File: src/rtl/etapa_operandos_alu_if.sv
// -----------------------------------------------------------------------------
// etapa_operandos_alu_if
// Bundles the decode-side request, the forwarding sources, the flush and the
// ALU-side result bus of the ID/EX operand stage.
//   master : decode / forwarding / ALU side (drives requests, reads results)
//   slave  : the operand stage itself
// Signals:
//   entrada_valida/entrada_lista        decode handshake
//   dirA/dirB/datoA/datoB               source addresses and register data
//   inmediato/usar_inmediato            raw immediate and operand-B select
//   operacion/dir_destino/escribe_reg   pass-through fields
//   exmem_*/memwb_*                     forwarding sources
//   vaciar                              flush
//   salida_valida/salida_lista          ALU handshake
//   operandoA/operandoB/seleccionOperacion/dir_destino_out/escribe_reg_out
// -----------------------------------------------------------------------------
interface etapa_operandos_alu_if #(
    parameter int ANCHO     = 32,
    parameter int ANCHO_OP  = 3,
    parameter int ANCHO_DIR = 5,
    parameter int ANCHO_INM = 16
);
    logic                 entrada_valida;
    logic                 entrada_lista;
    logic [ANCHO_DIR-1:0] dirA;
    logic [ANCHO_DIR-1:0] dirB;
    logic [ANCHO-1:0]     datoA;
    logic [ANCHO-1:0]     datoB;
    logic [ANCHO_INM-1:0] inmediato;
    logic                 usar_inmediato;
    logic [ANCHO_OP-1:0]  operacion;
    logic [ANCHO_DIR-1:0] dir_destino;
    logic                 escribe_reg;
    logic                 exmem_escribe;
    logic [ANCHO_DIR-1:0] exmem_dir;
    logic [ANCHO-1:0]     exmem_dato;
    logic                 memwb_escribe;
    logic [ANCHO_DIR-1:0] memwb_dir;
    logic [ANCHO-1:0]     memwb_dato;
    logic                 vaciar;
    logic                 salida_lista;
    logic                 salida_valida;
    logic [ANCHO-1:0]     operandoA;
    logic [ANCHO-1:0]     operandoB;
    logic [ANCHO_OP-1:0]  seleccionOperacion;
    logic [ANCHO_DIR-1:0] dir_destino_out;
    logic                 escribe_reg_out;

    modport master (
        output entrada_valida, dirA, dirB, datoA, datoB, inmediato, usar_inmediato,
               operacion, dir_destino, escribe_reg,
               exmem_escribe, exmem_dir, exmem_dato,
               memwb_escribe, memwb_dir, memwb_dato,
               vaciar, salida_lista,
        input  entrada_lista, salida_valida, operandoA, operandoB,
               seleccionOperacion, dir_destino_out, escribe_reg_out
    );

    modport slave (
        input  entrada_valida, dirA, dirB, datoA, datoB, inmediato, usar_inmediato,
               operacion, dir_destino, escribe_reg,
               exmem_escribe, exmem_dir, exmem_dato,
               memwb_escribe, memwb_dir, memwb_dato,
               vaciar, salida_lista,
        output entrada_lista, salida_valida, operandoA, operandoB,
               seleccionOperacion, dir_destino_out, escribe_reg_out
    );
endinterface

File: src/rtl/etapa_operandos_alu.sv
// -----------------------------------------------------------------------------
// etapa_operandos_alu
// ID/EX operand stage in front of the ALU. Resolves EX/MEM and MEM/WB
// forwarding when an instruction is accepted, selects register or
// sign-extended immediate for operand B, and holds up to two entries
// (head + skid) in strict FIFO order.
// Ports:
//   reloj     clock (rising edge)
//   reinicio  synchronous active-high reset
//   bus       etapa_operandos_alu_if.slave (handshakes, operands, forwarding)
// -----------------------------------------------------------------------------
module etapa_operandos_alu #(
    parameter int ANCHO     = 32,
    parameter int ANCHO_OP  = 3,
    parameter int ANCHO_DIR = 5,
    parameter int ANCHO_INM = 16
) (
    input  logic                  reloj,
    input  logic                  reinicio,
    etapa_operandos_alu_if.slave  bus
);

    typedef enum logic [1:0] {
        VACIO = 2'd0,
        UNO   = 2'd1,
        LLENO = 2'd2
    } estado_t;

    typedef struct packed {
        logic [ANCHO-1:0]     a;
        logic [ANCHO-1:0]     b;
        logic [ANCHO_OP-1:0]  op;
        logic [ANCHO_DIR-1:0] dst;
        logic                 we;
    } entrada_t;

    estado_t  estado_q, estado_d;
    entrada_t cabeza_q, cabeza_d;
    entrada_t skid_q, skid_d;
    logic     entrada_lista_q, entrada_lista_d;

    logic     acepta;
    logic     consume;
    entrada_t nueva;

    function automatic logic signed [ANCHO-1:0] extender_signo(
        input logic signed [ANCHO_INM-1:0] inm
    );
        return {{(ANCHO-ANCHO_INM){inm[ANCHO_INM-1]}}, inm};
    endfunction

    // EX/MEM wins over MEM/WB; register 0 is hard-wired to zero so neither a
    // forward nor stale register-file data may ever produce a nonzero value.
    function automatic logic [ANCHO-1:0] resolver(
        input logic [ANCHO_DIR-1:0] dir,
        input logic [ANCHO-1:0]     dato,
        input logic                 ex_we,
        input logic [ANCHO_DIR-1:0] ex_dir,
        input logic [ANCHO-1:0]     ex_dato,
        input logic                 wb_we,
        input logic [ANCHO_DIR-1:0] wb_dir,
        input logic [ANCHO-1:0]     wb_dato
    );
        if (dir == '0)
            return '0;
        else if (ex_we && (ex_dir == dir))
            return ex_dato;
        else if (wb_we && (wb_dir == dir))
            return wb_dato;
        else
            return dato;
    endfunction

    always_comb begin
        acepta  = bus.entrada_valida & entrada_lista_q;
        consume = (estado_q != VACIO) & bus.salida_lista;

        nueva.a   = resolver(bus.dirA, bus.datoA,
                             bus.exmem_escribe, bus.exmem_dir, bus.exmem_dato,
                             bus.memwb_escribe, bus.memwb_dir, bus.memwb_dato);
        nueva.b   = bus.usar_inmediato
                  ? extender_signo(bus.inmediato)
                  : resolver(bus.dirB, bus.datoB,
                             bus.exmem_escribe, bus.exmem_dir, bus.exmem_dato,
                             bus.memwb_escribe, bus.memwb_dir, bus.memwb_dato);
        nueva.op  = bus.operacion;
        nueva.dst = bus.dir_destino;
        nueva.we  = bus.escribe_reg;

        estado_d = estado_q;
        cabeza_d = cabeza_q;
        skid_d   = skid_q;

        // A flush only drops valid; the head registers keep their contents.
        if (bus.vaciar) begin
            estado_d = VACIO;
        end else begin
            unique case (estado_q)
                VACIO: begin
                    if (acepta) begin
                        cabeza_d = nueva;
                        estado_d = UNO;
                    end
                end
                UNO: begin
                    if (acepta && consume) begin
                        cabeza_d = nueva;
                    end else if (acepta) begin
                        skid_d   = nueva;
                        estado_d = LLENO;
                    end else if (consume) begin
                        estado_d = VACIO;
                    end
                end
                LLENO: begin
                    // entrada_lista is low here, so only a consume can happen.
                    if (consume) begin
                        cabeza_d = skid_q;
                        estado_d = UNO;
                    end
                end
                default: estado_d = VACIO;
            endcase
        end

        entrada_lista_d = (estado_d != LLENO);
    end

    always_ff @(posedge reloj) begin
        if (reinicio) begin
            estado_q        <= VACIO;
            cabeza_q        <= '0;
            skid_q          <= '0;
            entrada_lista_q <= 1'b1;
        end else begin
            estado_q        <= estado_d;
            cabeza_q        <= cabeza_d;
            skid_q          <= skid_d;
            entrada_lista_q <= entrada_lista_d;
        end
    end

    assign bus.entrada_lista      = entrada_lista_q;
    assign bus.salida_valida      = (estado_q != VACIO);
    assign bus.operandoA          = cabeza_q.a;
    assign bus.operandoB          = cabeza_q.b;
    assign bus.seleccionOperacion = cabeza_q.op;
    assign bus.dir_destino_out    = cabeza_q.dst;
    assign bus.escribe_reg_out    = cabeza_q.we;

endmodule

File: src/flat_wrapper.sv
// flat-port wrapper written by rule: the top's interface ports become plain ports
module etapa_operandos_alu_flat 
#(
    parameter int ANCHO     = 32,
    parameter int ANCHO_OP  = 3,
    parameter int ANCHO_DIR = 5,
    parameter int ANCHO_INM = 16
)
  (reloj, reinicio, bus_entrada_valida, bus_dirA, bus_dirB, bus_datoA, bus_datoB, bus_inmediato, bus_usar_inmediato, bus_operacion, bus_dir_destino, bus_escribe_reg, bus_exmem_escribe, bus_exmem_dir, bus_exmem_dato, bus_memwb_escribe, bus_memwb_dir, bus_memwb_dato, bus_vaciar, bus_salida_lista, bus_entrada_lista, bus_salida_valida, bus_operandoA, bus_operandoB, bus_seleccionOperacion, bus_dir_destino_out, bus_escribe_reg_out);
  etapa_operandos_alu_if #(.ANCHO(ANCHO), .ANCHO_OP(ANCHO_OP), .ANCHO_DIR(ANCHO_DIR), .ANCHO_INM(ANCHO_INM)) bus_i ();
  input  logic reloj;
  input  logic reinicio;
  input wire logic [$bits(bus_i.entrada_valida)-1:0] bus_entrada_valida;
  input wire logic [$bits(bus_i.dirA)-1:0] bus_dirA;
  input wire logic [$bits(bus_i.dirB)-1:0] bus_dirB;
  input wire logic [$bits(bus_i.datoA)-1:0] bus_datoA;
  input wire logic [$bits(bus_i.datoB)-1:0] bus_datoB;
  input wire logic [$bits(bus_i.inmediato)-1:0] bus_inmediato;
  input wire logic [$bits(bus_i.usar_inmediato)-1:0] bus_usar_inmediato;
  input wire logic [$bits(bus_i.operacion)-1:0] bus_operacion;
  input wire logic [$bits(bus_i.dir_destino)-1:0] bus_dir_destino;
  input wire logic [$bits(bus_i.escribe_reg)-1:0] bus_escribe_reg;
  input wire logic [$bits(bus_i.exmem_escribe)-1:0] bus_exmem_escribe;
  input wire logic [$bits(bus_i.exmem_dir)-1:0] bus_exmem_dir;
  input wire logic [$bits(bus_i.exmem_dato)-1:0] bus_exmem_dato;
  input wire logic [$bits(bus_i.memwb_escribe)-1:0] bus_memwb_escribe;
  input wire logic [$bits(bus_i.memwb_dir)-1:0] bus_memwb_dir;
  input wire logic [$bits(bus_i.memwb_dato)-1:0] bus_memwb_dato;
  input wire logic [$bits(bus_i.vaciar)-1:0] bus_vaciar;
  input wire logic [$bits(bus_i.salida_lista)-1:0] bus_salida_lista;
  output wire logic [$bits(bus_i.entrada_lista)-1:0] bus_entrada_lista;
  output wire logic [$bits(bus_i.salida_valida)-1:0] bus_salida_valida;
  output wire logic [$bits(bus_i.operandoA)-1:0] bus_operandoA;
  output wire logic [$bits(bus_i.operandoB)-1:0] bus_operandoB;
  output wire logic [$bits(bus_i.seleccionOperacion)-1:0] bus_seleccionOperacion;
  output wire logic [$bits(bus_i.dir_destino_out)-1:0] bus_dir_destino_out;
  output wire logic [$bits(bus_i.escribe_reg_out)-1:0] bus_escribe_reg_out;
  assign bus_i.entrada_valida = bus_entrada_valida;
  assign bus_i.dirA = bus_dirA;
  assign bus_i.dirB = bus_dirB;
  assign bus_i.datoA = bus_datoA;
  assign bus_i.datoB = bus_datoB;
  assign bus_i.inmediato = bus_inmediato;
  assign bus_i.usar_inmediato = bus_usar_inmediato;
  assign bus_i.operacion = bus_operacion;
  assign bus_i.dir_destino = bus_dir_destino;
  assign bus_i.escribe_reg = bus_escribe_reg;
  assign bus_i.exmem_escribe = bus_exmem_escribe;
  assign bus_i.exmem_dir = bus_exmem_dir;
  assign bus_i.exmem_dato = bus_exmem_dato;
  assign bus_i.memwb_escribe = bus_memwb_escribe;
  assign bus_i.memwb_dir = bus_memwb_dir;
  assign bus_i.memwb_dato = bus_memwb_dato;
  assign bus_i.vaciar = bus_vaciar;
  assign bus_i.salida_lista = bus_salida_lista;
  assign bus_entrada_lista = bus_i.entrada_lista;
  assign bus_salida_valida = bus_i.salida_valida;
  assign bus_operandoA = bus_i.operandoA;
  assign bus_operandoB = bus_i.operandoB;
  assign bus_seleccionOperacion = bus_i.seleccionOperacion;
  assign bus_dir_destino_out = bus_i.dir_destino_out;
  assign bus_escribe_reg_out = bus_i.escribe_reg_out;
  etapa_operandos_alu #(.ANCHO(ANCHO), .ANCHO_OP(ANCHO_OP), .ANCHO_DIR(ANCHO_DIR), .ANCHO_INM(ANCHO_INM)) u_core (.reloj(reloj), .reinicio(reinicio), .bus(bus_i));
endmodule
File: config.mk
export PLATFORM = sky130hd
export DESIGN_NAME = etapa_operandos_alu_flat
export DESIGN_NICKNAME = d
export VERILOG_FILES = /design/src/rtl/etapa_operandos_alu_if.sv /design/src/rtl/etapa_operandos_alu.sv /design/src/flat_wrapper.sv
export SDC_FILE = /design/constraint.sdc
export NUM_CORES = 1
export LEC_CHECK = 0
export ABC_AREA = 1
export CAP_MARGIN = 20
export CORE_MARGIN = 3
export CORE_UTILIZATION = 31
export CTS_BUF_LIST = sky130_fd_sc_hd__clkbuf_4
export DETAILED_ROUTE_END_ITERATION = 16
export PLACE_DENSITY_LB_ADDON = 0.12
export SETUP_SLACK_MARGIN = 0.5
export SLEW_MARGIN = 20
export SYNTH_ARGS = -nofsm -noshare
export SYNTH_HDL_FRONTEND = slang
export SYNTH_SLANG_ARGS = --single-unit
export TNS_END_PERCENT = 5
File: constraint.sdc
create_clock -name reloj -period 2.3 [get_ports reloj]
set_clock_uncertainty 0.2 [all_clocks]
set_input_delay 0.46 -clock reloj [delete_from_list [all_inputs] [get_ports reloj]]
set_output_delay 0.46 -clock reloj [all_outputs]
set_load 0.1 [all_outputs]
# After elaboration in Yosys (flattened, before gate mapping)
# Cells that the tools add are included.
[op_classes]
n_mux = 18
n_reduce_logical = 12
n_bitwise = 4
eq_ne = 10
[ops]
columns = ["operator", "count"]
rows = [
  ["two-way mux 32 bit", 7],
  ["two-way mux 73 bit", 3],
  ["case mux 73 bit (3 select lines)", 1],
  ["equality test 5 bit", 4],
  ["two-way mux 2 bit", 6],
  ["logical NOT 5 bit", 2],
  ["!= test 2 x 1 -> 1 bit, second input constant", 3],
  ["case mux 2 bit (3 select lines)", 1],
  ["logical AND 1 bit", 5],
  ["AND reduction 5 bit", 1],
  ["AND reduction 4 bit", 1],
  ["nonzero test 3 bit", 1],
  ["bitwise AND 1 bit", 2],
  ["equality test 2 x 1 -> 1 bit, second input constant", 1],
  ["equality test 2 bit, second input constant", 1],
  ["logical NOT 2 bit", 1],
  ["!= test 2 bit, second input constant", 1],
  ["NOT 1 bit", 2],
  ["nonzero test 2 bit", 1],
]
[word_totals]
reg_bits = 149

# Logic depth before layout (Yosys ltp)
[logic_depth]
word_depth = 8
mapped_depth = 12
mapped_depth_nobuf = 11

# Least setup slack after synthesis
# Ideal clock, no wire load.
[synth_path]
path_kind = "register to register"
start = "reg u_core.entrada_lista_q (netlist: u_core.bus.entrada_lista)"
end = "reg u_core.skid_q[50] (netlist name)"
path_slack_ns = 0.017
t_arrival_ns = 1.954
required_ns = 1.972
stages_incl_launch_ff = 8
synth_period_minus_slack_ns = 2.283
cell_sequence = "dfxtp_1 nand2_1 inv_1 nand4_1 inv_1 buf_4 clkbuf_1 a21oi_1"
[synth_via]
elab_chain_cells = 4
[synth_rtl]
columns = ["item", "line", "rtl"]
rows = [
  ["start: declaration", "etapa_operandos_alu.sv:40", "logic entrada_lista_q, entrada_lista_d;"],
  ["start signal: assignment", "etapa_operandos_alu.sv:139", "entrada_lista_q <= entrada_lista_d;"],
  ["bitwise AND 1 bit *", "etapa_operandos_alu.sv:75", "acepta = bus.entrada_valida & entrada_lista_q;"],
  ["logical AND 1 bit", "etapa_operandos_alu.sv:106", "if (acepta && consume) begin"],
  ["NOT 1 bit (no line)", "n/a", ""],
  ["AND reduction 4 bit (no line) *", "n/a", ""],
  ["end signal: assignment", "etapa_operandos_alu.sv:138", "skid_q <= skid_d;"],
  ["end: declaration", "etapa_operandos_alu.sv:39", "entrada_t skid_q, skid_d;"],
]
# Mark *: on every way between the ends. The rest lies on a longest branch, timed or not.
# A chain may end at the register's enable or synchronous reset.

# Final worst setup path
[layout_path]
start = "reg u_core.estado_q[0]"
end = "out bus_salida_valida"
[layout_via]
elab_chain_cells = 1
[layout_rtl]
columns = ["item", "line", "rtl"]
rows = [
  ["start: declaration", "etapa_operandos_alu.sv:37", "estado_t estado_q, estado_d;"],
  ["start signal: assignment", "etapa_operandos_alu.sv:136", "estado_q <= estado_d;"],
  ["nonzero test 2 bit", "etapa_operandos_alu.sv:144", "assign bus.salida_valida = (estado_q != VACIO);"],
  ["end: declaration", "flat_wrapper.sv:32", "output wire logic [$bits(bus_i.salida_valida)-1:0] bus_salida_valida;"],
]
# Every way passes these cells.

==> run metrics <==
Area contributors post-synth=dfxtp_1 37%, nand2_1 12%, a21oi_1 11%, o21ai_0 9.0%, nand3_1 8.2%; Cell Area, Placed=0.0113 mm^2; R2R Path Start=u_core.estado_q[1]$_SDFF_PP0_; Vias=about 10000; Ports=256; # nets final=~1700; Final Power=6740 uW; Commonest cells post-synth=266 x nand2_1, 174 x a21oi_1, 149 x dfxtp_1; final wirelength=38.1 mm; Die ar.=0.0283 mm^2; min-delay src=u_core.skid_q[2]$_SDFFE_PP0P_; Final HPWL DP=between 20 and 25 mm; CTS clock-pin slew for the worst setup and hold paths=about 120 ps; row cnt=just under 60; met3 Resource Use GR=roughly 7.0%; Tot GR Track Use=~25%; flops & latches, synth=149; Worst IR Drop VDD=around 0.00034 V; Hold Path End=u_core.skid_q[2]$_SDFFE_PP0P_; min Tclk post-route=roughly 1900 ps; mapped cell area=between 0.008 and 0.009 mm^2; hold_buf cts=0; CORE AREA=around 0.026 mm^2; Area Growth Syn to Fin=51.8%; Synthesis Warnings=0; RR Endpoint=u_core.skid_q[10]$_SDFFE_PP0P_; Critical Path Fanout Max=2; pwr/cell area=between 500 and 600 mW/mm^2; FMAX=approximately 0.53 GHz; Clock Tree Root=clkbuf_4; async set-reset flop share out of synthesis=0%; CP startpoint kind=register; Slew Viols, Final=0; Congestion Overflow GR=0; Worst-Skew Late Latency=approximately 560 ps; Final GP Congestion=a little under 0.9; Layout Cells excl Fill=1883; Vias/cell=around 5.3; top-count cell post-synth=nand2_1; Initial DRT Pass Iterations=6; critical path arrival=roughly 1200 ps; vias in the first global route=approximately 9400; DR iter-0 viols=around 1100; Die W=between 150 and 200 um; Critical Path RT=1640 ps; HP Class=reg2reg; global-route wire length before repair=about 55 mm; worst r2r path cells=7; clock sinks=roughly 150; die height=168 um; Leakage Power=about 0.0059 uW; Synth cell types=26; R2R setup slack=~400 ps; Max-slew headroom=approximately 72%; Core Util, Final=48.5%; Filler cells=2608; Hold Path Depth=2; GR Util met1=between 30% and 40%; cell taking the most area after synthesis=dfxtp_1; largest net degree at the start of global routing=103; crit share post-route=82.6%; Final ANT Viol Nets=0; # DRC=0; Seq/Total Area, Yosys=a little over a third; H-tree depth=4; port bufs=~260; WL/cell=between 20 and 25 um; Tightest Pin Transition=about 420 ps; critical path endpoint category=output port; RSZ-0062 raised after global routing=true; Avg Inst Size Synth=about 6.4 um^2; max cap viols=0; met2 usage=38.1%; Finished Cell Area=0.0124 mm^2; status=completed; final setup vio count=0; Initial Utilization=a little under a third; WS Path Type=reg2out; number of flops mapped to enable cells by yosys=0; TritonCTS clock tree=built; Mapped Nets=~1500; most common flop cell mapped by yosys=dfxtp_1; Num CTS Buffers=17; most used routing layer=met2; layout cells sized above 1=16.9%; clk buf depth=2; Hold Vio Cnt, Final=0; top-area cell type share of the netlist area=36.5%; dpl cells=1822; Syn Inst Count=around 1300; initial antenna violation count=5
==> worst max path at each step <==
| stage | endpoint | slack (ps) | cells after the start | from |
|---|---|---|---|---|
| after global placement | u_core.skid_q[36]$_SDFFE_PP0P_ | -270 | 12 | bus_dirB[4] |
| after floorplan | u_core.skid_q[50]$_SDFFE_PP0P_ | 480 | 7 | u_core.bus.entrada_lista$_SDFF_PP1_ |
| final | bus_salida_valida | 400 | 3 | u_core.estado_q[0]$_SDFF_PP0_ |
| after CTS | bus_salida_valida | 380 | 3 | u_core.estado_q[1]$_SDFF_PP0_ |
| after detailed placement | u_core.skid_q[36]$_SDFFE_PP0P_ | -290 | 14 | bus_dirB[1] |
| after global routing | bus_salida_valida | 320 | 3 | u_core.estado_q[0]$_SDFF_PP0_ |
==> cells by family (layout without fill, tap and decap cells) <==
| logic type | after synthesis | after routing | synth area share (%) |
|---|---|---|---|
| flip-flops | 149 | 149 | 36.5 |
| XOR/XNOR | 1 | 1 | 0.107 |
| AND/OR/NAND/NOR | 585 | 585 | 30.3 |
| other | 0 | 4 | 0 |
| AO/OA/AOI/OAI | 371 | 371 | 24.1 |
| buffers and inverters | 170 | 443 | 8.94 |
==> sequential cells by signal, indices dropped and copies added (netlist names) <==
signal / cells
u_core.bus.operandoA: 32
u_core.bus.entrada_lista: 1
u_core.skid_q: 73
u_core.bus.seleccionOperacion: 3
u_core.estado_q: 2
u_core.bus.dir_destino_out: 5
u_core.bus.escribe_reg_out: 1
u_core.bus.operandoB: 32
==> layout by cell type, fill, tap and decap left out, types with 2 or more instances in the layout <==
master and instances:
bufbuf_16 4, buf_12 30, dfxtp_4 4, o21ai_0 137, bufinv_16 3, clkdlybuf4s50_1 158
clkinv_2 4, nand3_1 121, clkinvlp_4 4, nor2_1 132, nand2_2 8, clkbuf_16 7
clkinv_4 4, buf_16 3, dfxtp_1 144, nand4_1 33, dlymetal6s2s_1 4, inv_1 56
clkbuf_4 17, nand2_1 258, nor2_4 3, a21oi_2 5, inv_4 2, nand3_4 4
diode_2 4, a21oi_1 170, buf_6 18, dlygate4sd2_1 17, nor2_2 14, o21bai_1 32
o22ai_1 2, o21ai_1 12, inv_2 8, a31oi_1 9, nand3_2 11, buf_4 102
==> report_power, final <==
part           switching (uW)  total [uW]  internal [uW]  leakage (uW)
Clock                    1050        1790            739      0.000145
Sequential               66.1        2760           2690       0.00122
Combinational            1430        2190            765       0.00450
==> metrics by stage <==
| stage | setup TNS [ps] | hold WS (ps) | setup WS (ps) |
|---|---|---|---|
| 2_1_floorplan | 0 | 224 | 478 |
| 3_3_place_gp | -23330 | 232 | -271 |
| 3_5_place_dp | -24980 | 238 | -288 |
| 4_1_cts | 0 | 256 | 378 |
| 5_1_grt | 0 | 263 | 320 |
| 6_report | 0 | 253 | 400 |
==> metal layers <==
layer	vias to the layer above	wire length, um
li1	4819	-
met1	4678	16900
met2	445	17000
met3	50	3570
met4	2	723
met5	-	7
==> layout make-up <==
| cell class | instances | area, um^2 | area share (%) |
|---|---|---|---|
| Inverter | 68 | 267 | 2.15 |
| Clock inverter | 13 | 161 | 1.30 |
| Antenna cell | 4 | 10.0 | 0.0808 |
| Multi-Input combinational cell | 957 | 4650 | 37.5 |
| Sequential cell | 149 | 3000 | 24.2 |
| Tap cell | 330 | 413 | 3.33 |
| Timing Repair Buffer | 345 | 3760 | 30.4 |
| Clock buffer | 17 | 128 | 1.03 |
==> what timing repair did <==
item,in CTS,in global routing
gates cloned,6,7
pin swaps,10,8
setup endpoints to repair,203,214
setup buffers,6,8
resized for setup,84,41
==> worst max-delay path: stages (launching register included) <==
cell and delay (ps):
dfxtp_4 370, nor2_4 110, inv_2 60, buf_12 160
No activity file was read; power rests on OpenSTA's default activity.
